--- config.mk ---
export PLATFORM = sky130hd
export DESIGN_NAME = key_event_conditioner_flat
export DESIGN_NICKNAME = d
export VERILOG_FILES = /design/src/rtl/key_event_conditioner_if.sv /design/src/rtl/key_event_conditioner.sv /design/src/flat_wrapper.sv
export SDC_FILE = /design/constraint.sdc
export NUM_CORES = 1
export LEC_CHECK = 0
export CORE_MARGIN = 8
export CORE_UTILIZATION = 60
export CTS_CLUSTER_SIZE = 10
export DETAILED_ROUTE_END_ITERATION = 6
export DONT_BUFFER_PORTS = 1
export PLACE_DENSITY = 0.8
export SYNTH_ARGS = -nofsm -noshare
export SYNTH_HDL_FRONTEND = slang
export SYNTH_SLANG_ARGS = --single-unit
--- constraint.sdc ---
create_clock -name Clk -period 2 [get_ports Clk]
set_clock_uncertainty 0.15 [all_clocks]
set_input_delay 0.5 -clock Clk [delete_from_list [all_inputs] [get_ports Clk]]
set_output_delay 0.5 -clock Clk [all_outputs]
set_load 0.03 [all_outputs]
--- src/rtl/key_event_conditioner_if.sv ---
// Signal bundle between the keycode/VGA sources and the game-event conditioner.
// The master side drives keycode and vsync; the slave side (the conditioner) returns events.
interface key_event_conditioner_if;
    logic [7:0] keycode;
    logic       vga_vs;
    logic       start_pulse;
    logic       flap_o;
    logic       pause_o;
    logic       frame_tick;
    logic [7:0] key_stable;

    modport master (
        output keycode, vga_vs,
        input  start_pulse, flap_o, pause_o, frame_tick, key_stable
    );

    modport slave (
        input  keycode, vga_vs,
        output start_pulse, flap_o, pause_o, frame_tick, key_stable
    );
endinterface

--- src/rtl/key_event_conditioner.sv ---
// Turns the raw NIOS keycode into debounced game events: start pulse, pause toggle,
// and a frame-aligned, rate-limited flap level that lasts exactly one frame.
module key_event_conditioner #(
    parameter logic [7:0]  START_KEY      = 8'h16,
    parameter logic [7:0]  FLAP_KEY       = 8'h2C,
    parameter logic [7:0]  PAUSE_KEY      = 8'h13,
    parameter int unsigned STABLE_CYCLES  = 16,
    parameter int unsigned MIN_GAP_FRAMES = 4
) (
    input logic                    Clk,
    input logic                    Reset_n,
    key_event_conditioner_if.slave kev
);
    localparam int unsigned CNT_W = (STABLE_CYCLES > 2) ? $clog2(STABLE_CYCLES) : 1;
    localparam int unsigned GAP_W = $clog2(MIN_GAP_FRAMES + 1);

    logic             vs_s1, vs_s2, vs_s2_d;
    logic             tick_r;
    logic [7:0]       cand;
    logic [CNT_W-1:0] cnt;
    logic [7:0]       key_stable_r;
    logic [7:0]       ks_prev;
    logic             start_r;
    logic             pause_r;
    logic             flap_r;
    logic             pending;
    logic [GAP_W-1:0] gap;

    logic key_changed;
    logic press_start, press_pause, press_flap;
    logic fire;

    always_comb begin
        key_changed = (key_stable_r != ks_prev);
        press_start = key_changed && (key_stable_r == START_KEY);
        press_pause = key_changed && (key_stable_r == PAUSE_KEY);
        press_flap  = key_changed && (key_stable_r == FLAP_KEY);
        // A flap may only launch on a frame boundary, once the previous one has ended.
        fire        = tick_r && !flap_r && pending && (gap == '0) && !pause_r;
    end

    always_ff @(posedge Clk) begin
        if (!Reset_n) begin
            vs_s1        <= 1'b0;
            vs_s2        <= 1'b0;
            vs_s2_d      <= 1'b0;
            tick_r       <= 1'b0;
            cand         <= '0;
            cnt          <= '0;
            key_stable_r <= '0;
            ks_prev      <= '0;
            start_r      <= 1'b0;
            pause_r      <= 1'b0;
            flap_r       <= 1'b0;
            pending      <= 1'b0;
            gap          <= '0;
        end else begin
            vs_s1   <= kev.vga_vs;
            vs_s2   <= vs_s1;
            vs_s2_d <= vs_s2;
            tick_r  <= vs_s2 & ~vs_s2_d;

            if (kev.keycode != cand) begin
                cand <= kev.keycode;
                cnt  <= '0;
            end else if (cnt < CNT_W'(STABLE_CYCLES - 1)) begin
                cnt <= cnt + CNT_W'(1);
            end else begin
                key_stable_r <= cand;
            end
            ks_prev <= key_stable_r;

            start_r <= press_start;

            if (press_start) begin
                pause_r <= 1'b0;
            end else if (press_pause) begin
                pause_r <= ~pause_r;
            end

            if (tick_r) begin
                if (flap_r) begin
                    flap_r <= 1'b0;
                end else if (fire) begin
                    flap_r <= 1'b1;
                end
            end

            if (fire) begin
                gap <= GAP_W'(MIN_GAP_FRAMES);
            end else if (tick_r && (gap != '0)) begin
                gap <= gap - GAP_W'(1);
            end

            // A fresh press landing on the launch edge re-arms pending for a later frame.
            if (press_start) begin
                pending <= 1'b0;
            end else if (press_flap && !pause_r) begin
                pending <= 1'b1;
            end else if (fire) begin
                pending <= 1'b0;
            end
        end
    end

    assign kev.start_pulse = start_r;
    assign kev.flap_o      = flap_r;
    assign kev.pause_o     = pause_r;
    assign kev.frame_tick  = tick_r;
    assign kev.key_stable  = key_stable_r;
endmodule

--- src/flat_wrapper.sv ---
// flat-port wrapper written by rule: the top's interface ports become plain ports
module key_event_conditioner_flat 
#(
    parameter logic [7:0]  START_KEY      = 8'h16,
    parameter logic [7:0]  FLAP_KEY       = 8'h2C,
    parameter logic [7:0]  PAUSE_KEY      = 8'h13,
    parameter int unsigned STABLE_CYCLES  = 16,
    parameter int unsigned MIN_GAP_FRAMES = 4
)
  (Clk, Reset_n, kev_keycode, kev_vga_vs, kev_start_pulse, kev_flap_o, kev_pause_o, kev_frame_tick, kev_key_stable);
  key_event_conditioner_if kev_i ();
  input logic Clk;
  input logic Reset_n;
  input wire logic [$bits(kev_i.keycode)-1:0] kev_keycode;
  input wire logic [$bits(kev_i.vga_vs)-1:0] kev_vga_vs;
  output wire logic [$bits(kev_i.start_pulse)-1:0] kev_start_pulse;
  output wire logic [$bits(kev_i.flap_o)-1:0] kev_flap_o;
  output wire logic [$bits(kev_i.pause_o)-1:0] kev_pause_o;
  output wire logic [$bits(kev_i.frame_tick)-1:0] kev_frame_tick;
  output wire logic [$bits(kev_i.key_stable)-1:0] kev_key_stable;
  assign kev_i.keycode = kev_keycode;
  assign kev_i.vga_vs = kev_vga_vs;
  assign kev_start_pulse = kev_i.start_pulse;
  assign kev_flap_o = kev_i.flap_o;
  assign kev_pause_o = kev_i.pause_o;
  assign kev_frame_tick = kev_i.frame_tick;
  assign kev_key_stable = kev_i.key_stable;
  key_event_conditioner #(.START_KEY(START_KEY), .FLAP_KEY(FLAP_KEY), .PAUSE_KEY(PAUSE_KEY), .STABLE_CYCLES(STABLE_CYCLES), .MIN_GAP_FRAMES(MIN_GAP_FRAMES)) u_core (.Clk(Clk), .Reset_n(Reset_n), .kev(kev_i));
endmodule
# Word-level counts from Yosys, hierarchy flattened
# Cells that the tools add are included.
# word_totals
elab_cells	53
register_bits	39
input_bits	11
output_inout_bits	12
# op_classes
n_addsub	2
eq_ne	5
reduce_logical	19
muxes	6
bitwise	6
n_lt_le_gt_ge	1
# op_table
operator	n
$eq A8 B5 Y1 const B	2
$ne A8 B8 Y1	2
$logic_and A1 B1 Y1	9
$eq A8 B6 Y1 const B	1
$mux W3	2
$reduce_or A2 Y1	3
$not A1 Y1	5
$add A4 B1 Y4 const B	1
$lt A4 B4 Y1 const B	1
$mux W1	4
$reduce_bool A2 Y1	2
$logic_not A3 Y1	1
$reduce_bool A3 Y1	1
$sub A3 B1 Y3 const B	1
$logic_not A1 Y1	2
$reduce_and A2 Y1	1
$and A1 B1 Y1	1

# Longest topological paths before layout
# Gate-level depths: netlist (run 1).
# logic_depth
word_depth	7
ltp_mapped	7
ltp_nobuf	7

# Least setup slack after synthesis (run 1)
# No wires, ideal clock.
# synth_path
path_type	register to register
from	register u_core.key_stable_r[2] (netlist: u_core.kev.key_stable[2])
to	register u_core.pending
path_slack_ns	0.316
required_ns	1.731
setup_ns	0.119
synth_period_minus_slack_ns	1.684
path_buffers	0
arrival_time_ns	1.415
stages_incl_launch_ff	5
path_cell_list	dfxtp_1 -> xor2_1 -> nor4_4 -> a211oi_1 -> o221a_1
# synth_via
elab_chain_len	4
word_cells_on_any_way	9
cone_classes	eq/ne: 3; mux: 1; reduce/logical: 5
# synth_lines
item	line_no	rtl
from (decl)	key_event_conditioner.sv:21	logic [7:0] key_stable_r;
from (signal assigned)	key_event_conditioner.sv:69	key_stable_r <= cand;
$ne A8 B8 Y1 / $eq A8 B6 Y1 (equally long branches)	key_event_conditioner.sv:34, key_event_conditioner.sv:37	
$logic_and A1 B1 Y1	key_event_conditioner.sv:37	press_flap = key_changed && (key_stable_r == FLAP_KEY);
$logic_and A1 B1 Y1	key_event_conditioner.sv:98	end else if (press_flap && !pause_r) begin
$mux W1 / $reduce_bool A2 Y1 (equally long branches)	n/a	
to (signal assigned)	key_event_conditioner.sv:97	pending <= 1'b0;
to (signal assigned)	key_event_conditioner.sv:99	pending <= 1'b1;
to (signal assigned)	key_event_conditioner.sv:101	pending <= 1'b0;
to (decl)	key_event_conditioner.sv:26	logic pending;
# Parallel ways exist; a longest one is shown, timed or not.
# A chain may end at the register's enable or synchronous reset.

# Final worst setup path (run 1)
# layout_path
from	register u_core.gap[0]
to	register u_core.gap[1]
# layout_via
elab_chain_len	4
word_cells_on_any_way	7
cone_classes	add/sub: 1; reduce/logical: 6
# layout_lines
item	line_no	rtl
from (decl)	key_event_conditioner.sv:27	logic [GAP_W-1:0] gap;
from (signal assigned)	key_event_conditioner.sv:90	gap <= GAP_W'(MIN_GAP_FRAMES);
from (signal assigned)	key_event_conditioner.sv:92	gap <= gap - GAP_W'(1);
branches (longest 4 deep; another with $sub A3 B1 Y3)	n/a	
# Several ways; the timed one is not identified.

==> impl_metrics.env, run 1 <==
export IMPL_routed_wl_um=3160
export IMPL_layout_drive_gt1_share=0.114
export IMPL_syn_inst=165
export IMPL_clk_latency_ps=340
export IMPL_arrival_ps=1870
export IMPL_p_total_w=0.00138
export IMPL_fmax_ghz=0.563
export IMPL_port_buffers=0
export IMPL_slew_viol_final=0
export IMPL_end_kind="flop"
export IMPL_ant_nets=0
export IMPL_crit_fanout=5
export IMPL_final_core_util=0.673
export IMPL_ir_drop_v=0.000703
export IMPL_clk_path_buf_depth=2
export IMPL_path_class="reg2reg"
export IMPL_ys_seq_elements=39
export IMPL_yosys_warnings=0
export IMPL_cp_required_ps=2100
export IMPL_place_congestion=0.795
export IMPL_drc=0
export IMPL_start_util=0.613
export IMPL_syn_nets=179
export IMPL_syn_avg_cell_area_um2=9.90
export IMPL_syn_to_final_growth_pct=9.81
export IMPL_finalCritPeriodShare=0.889
export IMPL_grt_pass1_wl_um=5200
export IMPL_grt_total_usage=0.149
export IMPL_nets=188
export IMPL_placed_cells=198
export IMPL_post_cts_buffers=0
export IMPL_synth_cell_types=34
export IMPL_cts_repair_resized=0
export IMPL_tightestPinTransition_ps=511
export IMPL_rsz0062_at_grt="no"
export IMPL_via_per_inst=5.95
export IMPL_die_area_um2=4650
export IMPL_hold_viol=0
export IMPL_dr_first_iter_drc_count=46
export IMPL_powerDensity_nw_per_um2=769
export IMPL_finalNonFillerCells=206
export IMPL_insertedDiodeCount=0
export IMPL_die_height_um=68.2
export IMPL_drt_first_pass_iters=4
export IMPL_wl_per_cell_um=15.4
export IMPL_fin_crit_ps=1780
export IMPL_synth_edf_count=0
export IMPL_path_clk_slew_ps=110
export IMPL_start_kind="flop"
export IMPL_power_leakage_nw=0.694
export IMPL_grt_max_degree=26
export IMPL_final_cell_mix="dfxtp_1 (39), and2_1 (19), a21oi_1 (12)"
export IMPL_grt_pass1_vias=1137
export IMPL_die_w_um=68.2
export IMPL_finalHoldWorstSlack_ps=124
export IMPL_std_cell_rows=19
export IMPL_synth_seq_area_share=0.478
export IMPL_cts_tree="done"
export IMPL_clockRootBuffer="clkbuf_4"
export IMPL_cts_buffers=5
export IMPL_antenna_found_initial=0
export IMPL_outcome="complete, no violations"
export IMPL_layout_commonest_cell="dfxtp_1"
export IMPL_num_vias=1225
export IMPL_grt_ovfl_total=0
export IMPL_h_tree_depth=2
export IMPL_cts_sinks=39
export IMPL_holdBufCountCts=0
export IMPL_maxSlewHeadroom=0.659
export IMPL_fillers=228
export IMPL_ioPinCount=23
export IMPL_netlist_area_um2=1630
export IMPL_core_area_um2=2660
export IMPL_drv_cap=0
export IMPL_synthFlopType="dfxtp_1"
export IMPL_dp_hpwl_um=2320
export IMPL_hold_path_class="in2reg"
export IMPL_finalSetupViolCount=0
export IMPL_async_flop_share=0
export IMPL_register_area_um2=781
export IMPL_setup_tns_ps=0
export IMPL_multi_input_area_um2=808
[critical path, stage by stage (launching register included)]
cell	delay, ps
dfxtp_1	370
inv_1	50
ha_1	200
ha_1	210
nor2b_1	330
nor2_1	110
a211oi_1	270
[through the flow]
stage                     area [µm²]  setup slack (ps)
after floorplan                 1630               316
after global placement          1710               327
after detailed placement        1710               276
after CTS                       1790               237
after global routing            1790               102
final                           1790               223
[Yosys cell counts (all sizes together), types with 2 or more instances]
| cell | count | area, µm² |
|---|---|---|
| dfxtp | 39 | 781 |
| and2 | 19 | 119 |
| a21oi | 12 | 60.1 |
| nand4 | 10 | 62.6 |
| xnor2 | 10 | 87.6 |
| nor2 | 9 | 33.8 |
| o31ai | 8 | 60.1 |
| xor2 | 8 | 70.1 |
| inv | 5 | 18.8 |
| clkbuf | 4 | 15.0 |
| nand2 | 4 | 15.0 |
| a211oi | 3 | 22.5 |
| ha | 3 | 37.5 |
| nand3 | 3 | 15.0 |
| nor2b | 3 | 18.8 |
| nor4 | 3 | 48.8 |
| a31oi | 2 | 12.5 |
| and4 | 2 | 17.5 |
| buf | 2 | 10.0 |
| nand4b | 2 | 17.5 |
| nor3 | 2 | 10.0 |
| nor4b | 2 | 17.5 |
[final timing paths]
path                            slack (ps)  cells after the start                       start                                to
worst max-delay path                   220                      6  u_core.gap[0]$_SDFFE_PP0P_        u_core.gap[1]$_SDFFE_PP0P_
worst min-delay path                   120                      1              kev_keycode[4]       u_core.cand[4]$_SDFFE_PN0P_
worst max register to register         220                      6  u_core.gap[0]$_SDFFE_PP0P_        u_core.gap[1]$_SDFFE_PP0P_
worst min register to register         240                      1   u_core.vs_s2_d$_SDFF_PN0_  u_core.kev.frame_tick$_SDFF_PN0_
[logic make-up (layout without fill, tap and decap cells)]
family          Yosys count  in the layout  share of synthesized area
buf+inv                  11             21                     0.0268
flops                    39             39                      0.478
simple gates             63             63                      0.248
fa+ha+maj                 3              3                     0.0230
xor+xnor                 18             18                     0.0966
compound gates           31             31                      0.127
[cell type report]
cell class,instances,area share
clock buffer,6,0.0286
inverter,5,0.0105
timing repair buffer,8,0.0335
sequential,39,0.435
tap,31,0.0216
clock inverter,2,0.0195
multi-input combinational,115,0.451
[report_power, final]
group / leakage [nW] / switching [W] / total (W) / internal (W)
Clock: 0.0482 / 0.000244 / 0.000539 / 0.000295
Sequential: 0.317 / 0.00000713 / 0.000795 / 0.000788
Combinational: 0.329 / 0.0000249 / 0.0000449 / 0.0000201
Total: 0.694 / 0.000276 / 0.00138 / 0.00110
[routing by layer]
layer | vias up | track usage | wire [µm]
met4 | 0 | 0.0742 | 78
met5 | - | 0 | 0
met3 | 10 | 0.0638 | 265
met1 | 572 | 0.161 | 1300
met2 | 35 | 0.246 | 1520
li1 | 608 | - | -
[state kept, by name, indices dropped and copies added, names as in the netlist]
signal / flops
u_core.cand: 8
u_core.kev.key_stable: 8
u_core.ks_prev: 8
u_core.cnt: 4
u_core.gap: 3
u_core.kev.flap_o: 1
u_core.kev.frame_tick: 1
u_core.kev.pause_o: 1
u_core.kev.start_pulse: 1
u_core.pending: 1
u_core.vs_s1: 1
u_core.vs_s2: 1
u_core.vs_s2_d: 1
No activity file was read; power rests on OpenSTA's default activity.
==> run 2: changes to the inputs <==
--- a/config.mk
+++ b/config.mk
@@ -7,10 +7,12 @@
 export LEC_CHECK = 0
 export CORE_MARGIN = 8
 export CORE_UTILIZATION = 60
+export CTS_CLUSTER_DIAMETER = 80
 export CTS_CLUSTER_SIZE = 10
 export DETAILED_ROUTE_END_ITERATION = 6
 export DONT_BUFFER_PORTS = 1
 export PLACE_DENSITY = 0.8
+export RECOVER_POWER = 50
 export SYNTH_ARGS = -nofsm -noshare
 export SYNTH_HDL_FRONTEND = slang
 export SYNTH_SLANG_ARGS = --single-unit
==> run 2 against run 1 <==
  * Clock power barely moved
  * Combinational power fell by 1%
  * Final cell count did not move
  * Critical path type is now reg2out
  * Critical endpoint is now kev_key_stable[1]
  * Highest routed layer unchanged
==> impl_metrics.env, run 2 (synthesis gave the netlist of run 1 again) <==
export IMPL_outcome="complete, no violations"
export IMPL_place_congestion=0.795
export IMPL_syn_to_final_growth_pct=9.12
export IMPL_cpMaxStageDelayCell="clkbuf_1"
export IMPL_wl_per_cell_um=15.5
export IMPL_cts_tree="done"
export IMPL_fin_area_um2=1780
export IMPL_grt_total_usage=0.149
export IMPL_grt_ovfl_total=0
export IMPL_start_util=0.613
export IMPL_nets=188
export IMPL_r2r_start="u_core.gap[0]$_SDFFE_PP0P_"
export IMPL_cp_slowest_stage_delay_ps=460
export IMPL_dr_first_iter_drc_count=59
export IMPL_drt_first_pass_iters=4
export IMPL_path_buf_inv=1
export IMPL_crit_chain="clkbuf_1"
export IMPL_die_area_um2=4650
export IMPL_ioPinCount=23
export IMPL_power_leakage_nw=0.676
export IMPL_end_kind="primary output"
export IMPL_cp_startpoint="u_core.kev.key_stable[1]$_SDFFE_PN0P_"
export IMPL_die_w_um=68.2
export IMPL_cp_required_ps=1350
export IMPL_fmax_ghz=0.554
export IMPL_ant_nets=0
export IMPL_hold_path_class="in2reg"
export IMPL_path_class="reg2out"
export IMPL_clockRootBuffer="clkbuf_4"
export IMPL_finalNonFillerCells=206
export IMPL_routed_wl_um=3180
export IMPL_num_vias=1225
export IMPL_fin_ws_ps=196
export IMPL_finalSetupViolCount=0
export IMPL_maxSlewHeadroom=0.623
export IMPL_drc=0
export IMPL_fin_crit_ps=1800
export IMPL_antenna_found_initial=0
export IMPL_ff2ff_setup_slack_ps=220
export IMPL_setup_tns_ps=0
export IMPL_dpl_worst_slack_ps=276
export IMPL_slew_viol_final=0
export IMPL_post_cts_buffers=0
export IMPL_final_cell_mix="dfxtp_1 (39), and2_1 (13), a21oi_1 (12)"
export IMPL_grt_pass1_wl_um=5200
export IMPL_path_clk_slew_ps=110
export IMPL_crit_fanout=5
export IMPL_arrival_ps=1150
export IMPL_layout_drive_gt1_share=0.0971
export IMPL_drv_cap=0
export IMPL_hold_viol=0
export IMPL_start_kind="flop"
export IMPL_holdCritStartpoint="kev_keycode[4]"
export IMPL_placed_area_um2=1710
export IMPL_clk_path_buf_depth=2
export IMPL_cts_buffers=5
export IMPL_fillers=231
export IMPL_ir_drop_v=0.000705
export IMPL_finalHoldWorstSlack_ps=125
export IMPL_placed_cells=198
export IMPL_dp_hpwl_um=2320
export IMPL_clk_latency_ps=340
export IMPL_crit_family="buffers and inverters"
export IMPL_grt_pass1_vias=1137
export IMPL_h_tree_depth=2
export IMPL_port_buffers=0
export IMPL_grt_max_degree=26
export IMPL_rsz0062_at_grt="no"
export IMPL_insertedDiodeCount=0
export IMPL_die_height_um=68.2
export IMPL_core_area_um2=2660
export IMPL_std_cell_rows=19
export IMPL_holdBufCountCts=0
export IMPL_cts_sinks=39
export IMPL_powerDensity_nw_per_um2=774
export IMPL_via_per_inst=5.95
export IMPL_tightestPinTransition_ps=566
export IMPL_finalCritPeriodShare=0.902
export IMPL_layout_commonest_cell="dfxtp_1"
export IMPL_cts_repair_resized=0
## run 2: changes by cell type in the layout (fill, tap and decap cells not counted)
cell	previous run	this run
and2_1	19	13
and2_0	0	6
buf_4	8	5
clkbuf_1	0	3
## run 2: path summary, 6_finish.rpt
path / endpoint / depth (start not counted)
min: u_core.cand[4]$_SDFFE_PN0P_ / 1
max: kev_key_stable[1] / 1
min reg2reg: u_core.kev.frame_tick$_SDFF_PN0_ / 1
max reg2reg: u_core.gap[1]$_SDFFE_PP0P_ / 6
## run 2: final cells by class
type | instances | area [µm²] | share of cell area
Tap cell | 31 | 38.8 | 0.0218
Clock buffer | 6 | 51.3 | 0.0288
Timing Repair Buffer | 8 | 48.8 | 0.0274
Multi-Input combinational cell | 115 | 808 | 0.454
Inverter | 5 | 18.8 | 0.0105
Clock inverter | 2 | 35.0 | 0.0197
Sequential cell | 39 | 781 | 0.438
## run 2: report_power, final
part	internal, W	total, W	switching [W]	leakage [nW]
Sequential	0.000788	0.000795	0.00000720	0.317
Clock	0.000295	0.000539	0.000243	0.0482
Combinational	0.0000194	0.0000444	0.0000249	0.311
Total	0.00110	0.00138	0.000276	0.676
## run 2: through the flow
stage / utilization / total power [W]
2_1_floorplan: - / 0.000854
3_3_place_gp: 0.641 / 0.000854
3_5_place_dp: 0.641 / 0.000857
4_1_cts: 0.673 / 0.00139
5_1_grt: 0.669 / 0.00143
6_report: 0.669 / 0.00138
## run 2: metal layers
metal,GRT usage,wire [µm]
met5,0,0
met4,0.0742,71
met2,0.246,1530
met3,0.0638,269
met1,0.161,1310
